### config.mk
export PLATFORM = sky130hd
export DESIGN_NAME = ula_ops_seq
export DESIGN_NICKNAME = d
export VERILOG_FILES = /design/src/rtl/ula_ops_seq.sv
export SDC_FILE = /design/constraint.sdc
export NUM_CORES = 1
export LEC_CHECK = 0
export BUFFER_PORTS_ARGS = -buffer_cell sky130_fd_sc_hd__buf_2
export CORE_ASPECT_RATIO = 0.8
export CORE_MARGIN = 5
export CORE_UTILIZATION = 60
export CTS_CLUSTER_SIZE = 14
export DETAILED_ROUTE_END_ITERATION = 6
export PLACE_DENSITY = 0.89
export SLEW_MARGIN = 25
export SYNTH_ARGS = -nofsm -noshare
export SYNTH_HDL_FRONTEND = slang
export SYNTH_SLANG_ARGS = --single-unit
### constraint.sdc
create_clock -name clk -period 8.8 [get_ports clk]
set_clock_uncertainty 0.1 [all_clocks]
set_input_delay 1.76 -clock clk [delete_from_list [all_inputs] [get_ports clk]]
set_output_delay 1.76 -clock clk [all_outputs]
set_load 0.01 [all_outputs]
### src/rtl/ula_ops_seq.sv
// Multi-cycle ULA operand/op block with valid/ready handshakes and an iterative shift-add multiplier.
// Define ULA_DIV_EN to add the restoring divider for DIV/MOD; otherwise those opcodes are illegal.
module ula_ops_seq #(
    parameter int DATA_WIDTH = 8,
    parameter int ADDR_WIDTH = 12,
    parameter int ULA_WIDTH  = 24
) (
    input  logic                  clk,
    input  logic                  reset,
    input  logic [DATA_WIDTH-1:0] IN_ARG,
    input  logic [ULA_WIDTH-1:0]  IN_TOS,
    input  logic [ADDR_WIDTH-1:0] IN_PC,
    input  logic [ADDR_WIDTH-1:0] IN_JUMP,
    input  logic [1:0]            SEL_OP1,
    input  logic [1:0]            SEL_OP2,
    input  logic [3:0]            SEL_ULA,
    input  logic                  IN_VALID,
    output logic                  IN_READY,
    output logic [ULA_WIDTH-1:0]  ULA_OUT,
    output logic                  OUT_VALID,
    input  logic                  OUT_READY,
    output logic                  REG_COMP_OUT,
    output logic                  REG_OVERFLOW_OUT
);

    localparam int W     = ULA_WIDTH;
    localparam int CNT_W = $clog2(ULA_WIDTH + 1);
    localparam logic [W-1:0]     W_VAL    = W'(ULA_WIDTH);
    localparam logic [CNT_W-1:0] LAST_CNT = CNT_W'(ULA_WIDTH - 1);

    localparam logic [3:0] OP_ADD = 4'd0;
    localparam logic [3:0] OP_SUB = 4'd1;
    localparam logic [3:0] OP_AND = 4'd2;
    localparam logic [3:0] OP_OR  = 4'd3;
    localparam logic [3:0] OP_XOR = 4'd4;
    localparam logic [3:0] OP_SHL = 4'd5;
    localparam logic [3:0] OP_SHR = 4'd6;
    localparam logic [3:0] OP_LT  = 4'd7;
    localparam logic [3:0] OP_EQ  = 4'd8;
    localparam logic [3:0] OP_MUL = 4'd9;
    localparam logic [3:0] OP_DIV = 4'd10;
    localparam logic [3:0] OP_MOD = 4'd11;

    typedef enum logic [1:0] {S_IDLE, S_EXEC, S_DONE} state_t;

    typedef struct packed {
        logic [W-1:0] res;
        logic         cmp;
        logic         ovf;
    } alu_t;

    // Two's-complement overflow of s = a + b (callers pass ~b for subtraction).
    function automatic logic add_ovf(input logic signed [W-1:0] a,
                                     input logic signed [W-1:0] b,
                                     input logic signed [W-1:0] s);
        return (a[W-1] == b[W-1]) && (s[W-1] != a[W-1]);
    endfunction

    function automatic alu_t alu_single(input logic [3:0] op,
                                        input logic [W-1:0] a,
                                        input logic [W-1:0] b);
        alu_t r;
        logic signed [W-1:0] sa;
        logic signed [W-1:0] sb;
        logic [W-1:0] s;
        r  = '0;
        sa = $signed(a);
        sb = $signed(b);
        s  = '0;
        case (op)
            OP_ADD: begin
                s     = a + b;
                r.res = s;
                r.ovf = add_ovf(sa, sb, $signed(s));
            end
            OP_SUB: begin
                s     = a - b;
                r.res = s;
                r.ovf = add_ovf(sa, ~sb, $signed(s));
            end
            OP_AND: r.res = a & b;
            OP_OR:  r.res = a | b;
            OP_XOR: r.res = a ^ b;
            OP_SHL: r.res = (b >= W_VAL) ? '0 : (a << b);
            OP_SHR: r.res = (b >= W_VAL) ? '0 : (a >> b);
            OP_LT:  r.res = W'(sa < sb);
            OP_EQ:  r.res = W'(a == b);
`ifdef ULA_DIV_EN
            // Only the divide-by-zero case resolves in a single cycle.
            OP_DIV: begin
                r.res = '1;
                r.ovf = 1'b1;
            end
            OP_MOD: begin
                r.res = a;
                r.ovf = 1'b1;
            end
`endif
            default: begin
                r.res = '0;
                r.ovf = 1'b1;
            end
        endcase
        if (op == OP_LT || op == OP_EQ)
            r.cmp = r.res[0];
        else if (op <= OP_SHR)
            r.cmp = (r.res == '0);
        else
            r.cmp = 1'b0;
        return r;
    endfunction

    state_t           state;
    logic [CNT_W-1:0] cnt;
    logic [3:0]       op_r;
    logic [W-1:0]     hi;
    logic [W-1:0]     lo;
    logic [W-1:0]     b_r;

    logic [W-1:0] op1;
    logic [W-1:0] op2;
    alu_t         alu;
    logic         is_multi;
    logic [W:0]   mul_sum;
    logic [W-1:0] next_hi;
    logic [W-1:0] next_lo;
    logic [W-1:0] fin_res;
    logic         fin_ovf;
`ifdef ULA_DIV_EN
    logic [W:0]   rem_sh;
    logic [W:0]   diff;
`endif

    always_comb begin
        case (SEL_OP1)
            2'd0:    op1 = W'(IN_ARG);
            2'd1:    op1 = IN_TOS;
            2'd2:    op1 = W'(IN_PC);
            default: op1 = W'(IN_JUMP);
        endcase
        case (SEL_OP2)
            2'd0:    op2 = W'(IN_ARG);
            2'd1:    op2 = IN_TOS;
            2'd2:    op2 = W'(IN_PC);
            default: op2 = W'(IN_JUMP);
        endcase
        alu      = alu_single(SEL_ULA, op1, op2);
        is_multi = (SEL_ULA == OP_MUL);
`ifdef ULA_DIV_EN
        if ((SEL_ULA == OP_DIV || SEL_ULA == OP_MOD) && op2 != '0)
            is_multi = 1'b1;
`endif
    end

    // One iteration: {hi,lo} holds partial product (MUL) or remainder/quotient (DIV/MOD).
    always_comb begin
        mul_sum = {1'b0, hi} + (lo[0] ? {1'b0, b_r} : '0);
        next_hi = mul_sum[W:1];
        next_lo = {mul_sum[0], lo[W-1:1]};
`ifdef ULA_DIV_EN
        rem_sh = {hi, lo[W-1]};
        diff   = rem_sh - {1'b0, b_r};
        if (op_r != OP_MUL) begin
            if (!diff[W]) begin
                next_hi = diff[W-1:0];
                next_lo = {lo[W-2:0], 1'b1};
            end else begin
                next_hi = rem_sh[W-1:0];
                next_lo = {lo[W-2:0], 1'b0};
            end
        end
`endif
        fin_res = (op_r == OP_MOD) ? next_hi : next_lo;
        fin_ovf = (op_r == OP_MUL) && (next_hi != '0);
    end

    always_ff @(posedge clk) begin
        if (reset) begin
            state            <= S_IDLE;
            cnt              <= '0;
            IN_READY         <= 1'b1;
            OUT_VALID        <= 1'b0;
            ULA_OUT          <= '0;
            REG_COMP_OUT     <= 1'b0;
            REG_OVERFLOW_OUT <= 1'b0;
        end else begin
            case (state)
                S_IDLE: begin
                    if (IN_VALID && IN_READY) begin
                        IN_READY <= 1'b0;
                        if (is_multi) begin
                            state <= S_EXEC;
                            cnt   <= '0;
                            op_r  <= SEL_ULA;
                            hi    <= '0;
                            lo    <= op1;
                            b_r   <= op2;
                        end else begin
                            state            <= S_DONE;
                            OUT_VALID        <= 1'b1;
                            ULA_OUT          <= alu.res;
                            REG_COMP_OUT     <= alu.cmp;
                            REG_OVERFLOW_OUT <= alu.ovf;
                        end
                    end
                end
                S_EXEC: begin
                    hi  <= next_hi;
                    lo  <= next_lo;
                    cnt <= cnt + 1'b1;
                    if (cnt == LAST_CNT) begin
                        state            <= S_DONE;
                        OUT_VALID        <= 1'b1;
                        ULA_OUT          <= fin_res;
                        REG_COMP_OUT     <= (fin_res == '0);
                        REG_OVERFLOW_OUT <= fin_ovf;
                    end
                end
                S_DONE: begin
                    if (OUT_READY) begin
                        state     <= S_IDLE;
                        OUT_VALID <= 1'b0;
                        IN_READY  <= 1'b1;
                    end
                end
                default: state <= S_IDLE;
            endcase
        end
    end

endmodule
* Yosys cells after proc, flatten, opt, wreduce, memory -nomap -nowiden *
Index checks and enable logic that the tools add are counted.

word-level totals
  output and inout bits = 28
  flip-flop bits (word level) = 111
  input bits = 68
  word-level logic and storage cells = 120

cells by class
  equal/unequal tests = 28
  bitwise logic cells = 5
  reductions and logical operators = 23
  $add $sub $neg = 4
  order comparisons = 3
  multiplexer cells = 44
  shift operators = 2

operators by type and width
  cell                 number
  $mux 24              11
  $pmux 24 s9          1
  $pmux 24 s2          3
  $pmux 24 s3          2
  $logic_not 24->1     2
  $add 24x24->25       1
  $add 24x24->24       1
  $and 24x24->24       1
  $eq 24x24->1         1
  $ge 24x5->1 const B  1
  $lt 24x24->1         1
  $not 24->24          1
  $or 24x24->24        1
  $reduce_bool 24->1   1
  $shl 24x24->24       1
  $shr 24x24->24       1
  $sub 24x24->24       1
  $xor 24x24->24       1
  $eq 4x3->1 const B   4
  $eq 4x4->1 const B   4
  $mux 1               14
  $reduce_and 4->1     3
  $mux 5               2
  $ne 2x2->1 const B   5
  24 further kinds     45

* Depth between registers and ports, before layout *
  depth in word-level cells = 11
  depth in mapped cells = 24
  mapped depth without buffers = 18

* Least setup slack after synthesis *
No wires, ideal clock.

  kind = input to register
  from = input port SEL_OP2[0]
  to = register REG_COMP_OUT
  library setup time = 0.074 ns
  cell stages on the path = 23
  path buffers = 6
  path slack = 1.300 ns
  arrival = 7.326 ns
  data required time = 8.626 ns
  cell sequence = buf_2 > buf_4 > mux2_2 > inv_2 > buf_4 > buf_2 > buf_2 > buf_4 > ha_1 > inv_1 > fa_1 > o21ba_2 > or4_1 > a211oi_2 > a211oi_1 > a21o_1 > a31oi_1 > o221ai_1 > or3_1 > or2_2 > or4_1 > or4b_1 > a31oi_1

on the way
  longest elaborated chain between the ends = 11
  elaborated cells between the ends (all ways) = 23
  classes of those cells = add/sub (2); order compare (2); eq/ne (3); shift (2); mux (9); bitwise (3); reduce/logical (2)

ends and longest elaborated chain
  element                                    RTL line  source
  start, declared                            15        input logic [1:0] SEL_OP2,
  $eq 2x2->1, or another cell as far along   141       case (SEL_OP2)
  $pmux 24 s3 *                              141
  net op2[0]                                 121       logic [W-1:0] op2;
  $ge 24x5->1, or another cell as far along  84, 85
  $mux 24 (on tied branches)                 85, 84
  $pmux 24 s9 *                              70        case (op)
  $logic_not 24->1                           107       r.cmp = (r.res == '0);
  $mux 1                                     106       else if (op <= OP_SHR)
  $mux 1 *                                   104       if (op == OP_LT || op == OP_EQ)
  $mux 1 *                                   191       if (is_multi) begin
  $mux 1 *                                   189       if (IN_VALID && IN_READY) begin
  $pmux 1 s2 *                               187       case (state)
  end signal, assigned                       202       REG_COMP_OUT <= alu.cmp;
  end signal, assigned                       215       REG_COMP_OUT <= (fin_res == '0);
  end, declared                              22        output logic REG_COMP_OUT,

The timed path passes the listed nets; every way through them passes the cells marked *. The select of a mux whose other input is x is not followed.
A chain may end at the register's enable or synchronous reset.

* Worst setup path after layout *
  from = input port SEL_OP2[1]
  to = register REG_COMP_OUT

on the way
  longest elaborated chain between the ends = 11
  elaborated cells between the ends (all ways) = 23
  classes of those cells = add/sub (2); order compare (2); eq/ne (3); shift (2); mux (9); bitwise (3); reduce/logical (2)

ends and longest elaborated chain
  element                                    RTL line
  $eq 2x2->1, or another cell as far along   141
  $pmux 24 s3 *                              141
  $ge 24x5->1, or another cell as far along  84, 85
  $mux 24 (on tied branches)                 85, 84
  $pmux 24 s9 *                              70
  $logic_not 24->1                           107
  $mux 1                                     106
  $mux 1 *                                   104
  $mux 1 *                                   191
  $mux 1 *                                   189
  $pmux 1 s2 *                               187

Every way passes the cells marked *; elsewhere a longest branch is shown, timed or not. The select of a mux whose other input is x is not followed.

==> impl_metrics.yaml <==
layout:
  layout.nets: 1944
  post-route-util: 0.644
  layout.cells.most_common_list: "202 x nand2_1, 176 x nor2_1, 125 x a21oi_1, 107 x o21ai_0, 97 x ha_1"
  most_common_library_cell_in_the_layout_ignoring_fill_and_taps: "nand2_1"
  layout-area-overhead-vs-synth_pct: 6.56
  post_route_cells_drive_above_1_share: 0.116
  n_antenna_cell: 0
  final_cell_area_um2: 14400
  final.fill_count: 2014
sta:
  tightest_slew_ns: 1.08
  finalWorstPathRequiredPeriod_ns: 7.20
  max-slew-margin-rel: 0.272
  rsz0062_at_grt: "no"
  total_negative_setup_slacks_ns: 0
  timing.final.max_slew_violations: 0
  max_clock_freq_mhz: 139
  finalHoldViolCount: 0
  final_min_period_over_clock_period: 0.818
  setup_violations: 0
cts:
  cts_hold_repair.buffers: 0
  cts.htree.levels: 3
  clk_pin_slew_worst_paths_ns: 0.08
  number_of_buffers_inserted_by_post_cts_setup_repair: 0
  clock-root-buffer: "clkbuf_16"
  clock_sinks: 111
  tritoncts: "done"
  cts-resized-gates: 0
  clock_latency_ns: 0.37
  cts_buffers: 9
  ctsLongestPathBuffers: 2
power_and_ir_drop:
  switching_share: 0.419
  cell_internal_pwr_uw: 1110
  sequentialPowerShare: 0.316
  netSwitchingPower_uw: 798
  clock_power_share: 0.238
  total_leakage_power_uw: 0.00583
  worst_ir_drop_vdd_mv: 0.136
  cellPowerDensity_nw_per_um2: 133
  power.share.combinational: 0.446
floorplanning:
  total_die_area_um2: 25600
  top_level_port_count: 96
  die_boundary_height_um: 144
  die_width_um: 178
  core_region_area_um2: 22300
  rows: 49
  floorplan.initialDensity: 0.605
global_route:
  grt_pass1_wl_um: 79300
  grt_start_max_net_pins: 68
  grt_total_usage: 0.397
  grt_antenna_before_repair: 1
  globalRouteOverflowTotal: 0
  first_global_vias: 13700
worst_setup_path:
  crit_required_ns: 8.99
  worst_setup_sp_type: "input port"
  timing.critical_path.from: "SEL_OP2[1]"
  end_kind: "register"
  worst_ep_arrival_time_ns: 7.39
  timing.setup.critical_path_class: "in -> reg"
  worst-path-max-fanout: 34
  r2r-start: "lo[0]"
routing:
  drt-pass1-iter-count: 7
  finalWirelength_um: 52700
  count_of_routing_violations_after_the_opening_detailed_route_iteration: 2569
  wl_per_cell_um: 25.2
  vias_per_cell: 7.25
  route.vias.total: 15100
  residual_antenna_violating_net_count_after_detailed_routing: 0
  route.detailed.drc: 0
hold_path:
  worstHoldPathType: "reg -> reg"
  min-delay-start: "ULA_OUT[7]"
yosys:
  synth_top_cells_by_area: "edfxtp_1 17%, ha_1 9.0%, nand2_1 5.6%, dfxtp_1 5.2%, nor2_1 5.0%"
  synth_cell_type_count: 80
  synth_edf_count: 76
  syn_inst: 1768
  post-synth-top-area-fraction: 0.169
  synthArstFlopShare: 0
  post-synth-top-area-cell: "edfxtp_1"
  synth.ff_latch_count: 111
  ys_warn_count: 0
  net_count_of_the_mapped_netlist: 1936
  syn-mean-instance-area_um2: 7.63
  synthesis.area_um2: 13500
  synth_top_flop_cell: "edfxtp_1"
  synth-seq-area-share: 0.221
place:
  placement.cell_area_um2: 14000
  placed_wire_length_estimate_after_detailed_placement_um: 39900
  gp_routability_congestion: 1.10
  port_buffers: 95
status:
  outcome: "completed"
job:
  max-cap-violations: 0
-- power groups by stage --
stage	Combinational, uW	Clock [uW]	Sequential [uW]
6_report	850	453	603
5_1_grt	900	473	606
4_1_cts	809	453	603
3_5_place_dp	803	0	615
3_3_place_gp	793	0	614
2_1_floorplan	560	0	617
-- cells by family (layout without fill, tap and decap cells) --
group,count (synthesis),count (layout),synth area share
mux,104,104,0.0944
xor+xnor,33,33,0.0214
buf+inv,210,223,0.0642
simple gates,672,672,0.236
compound gates,538,538,0.269
fa+ha+maj,100,100,0.0944
flops,111,111,0.221
-- cells in the mapped netlist (35+ instances only) --
cell	n
nand2_1	202
nor2_1	178
a21oi_1	125
o21ai_0	107
ha_1	97
clkbuf_1	85
inv_1	81
edfxtp_1	76
mux2i_1	65
nand3_1	50
nor3_1	49
and2_1	36
dfxtp_1	35
-- cell type report --
cell class,instances,area (um2),area share
clock buffer,12,289,0.0201
multi-input combinational,1447,9680,0.674
timing repair buffer,121,671,0.0466
clock inverter,4,40.0,0.00279
inverter,86,328,0.0228
sequential,111,2980,0.207
tap,306,383,0.0266
-- critical path: stages --
cell      delay, ns
buf_2          0.40
mux2i_1        0.24
mux2_2         0.65
ha_1           0.44
o21ba_2        0.25
or4_1          0.46
a211oi_2       0.48
a211oi_1       0.23
a21o_1         0.28
a31oi_1        0.23
o221ai_1       0.14
or3_1          0.35
or2_2          0.28
or4_1          0.55
or4b_1         0.48
a31oi_1        0.15
-- metrics by stage --
stage | hold WS (ns) | cells | setup slack [ns] | power, uW
floorplan | 0.366 | 1768 | 1.30 | 1180
global placement | 0.338 | 2071 | 1.58 | 1410
detailed placement | 0.340 | 2071 | 1.39 | 1420
finish | 0.348 | 2087 | 1.60 | 1910
global route | 0.371 | 2087 | 1.38 | 1980
CTS | 0.350 | 2087 | 1.74 | 1860
-- per-layer routing --
metal	wire length [um]	vias to the layer above	global-route usage
met5	7	-	0
met2	21600	1292	0.585
met3	7680	251	0.110
li1	-	6584	-
met4	3070	2	0.185
met1	20300	7002	0.541
-- flip-flops by register name, summed over array words and instances (netlist names) --
signal and count:
lo 24, state 2, b_r 24, hi 24, ULA_OUT 24, IN_READY 1
REG_OVERFLOW_OUT 1, op_r 4, cnt 5, OUT_VALID 1, REG_COMP_OUT 1
-- path summary, 6_finish.rpt --
kind | to | slack [ns] | cells after the start
setup reg to reg | REG_COMP_OUT | 3.74 | 15
hold / removal | ULA_OUT[7] | 0.35 | 2
setup / recovery | REG_COMP_OUT | 1.60 | 16
hold reg to reg | ULA_OUT[7] | 0.35 | 2
Power figures use the tool's default switching activity.
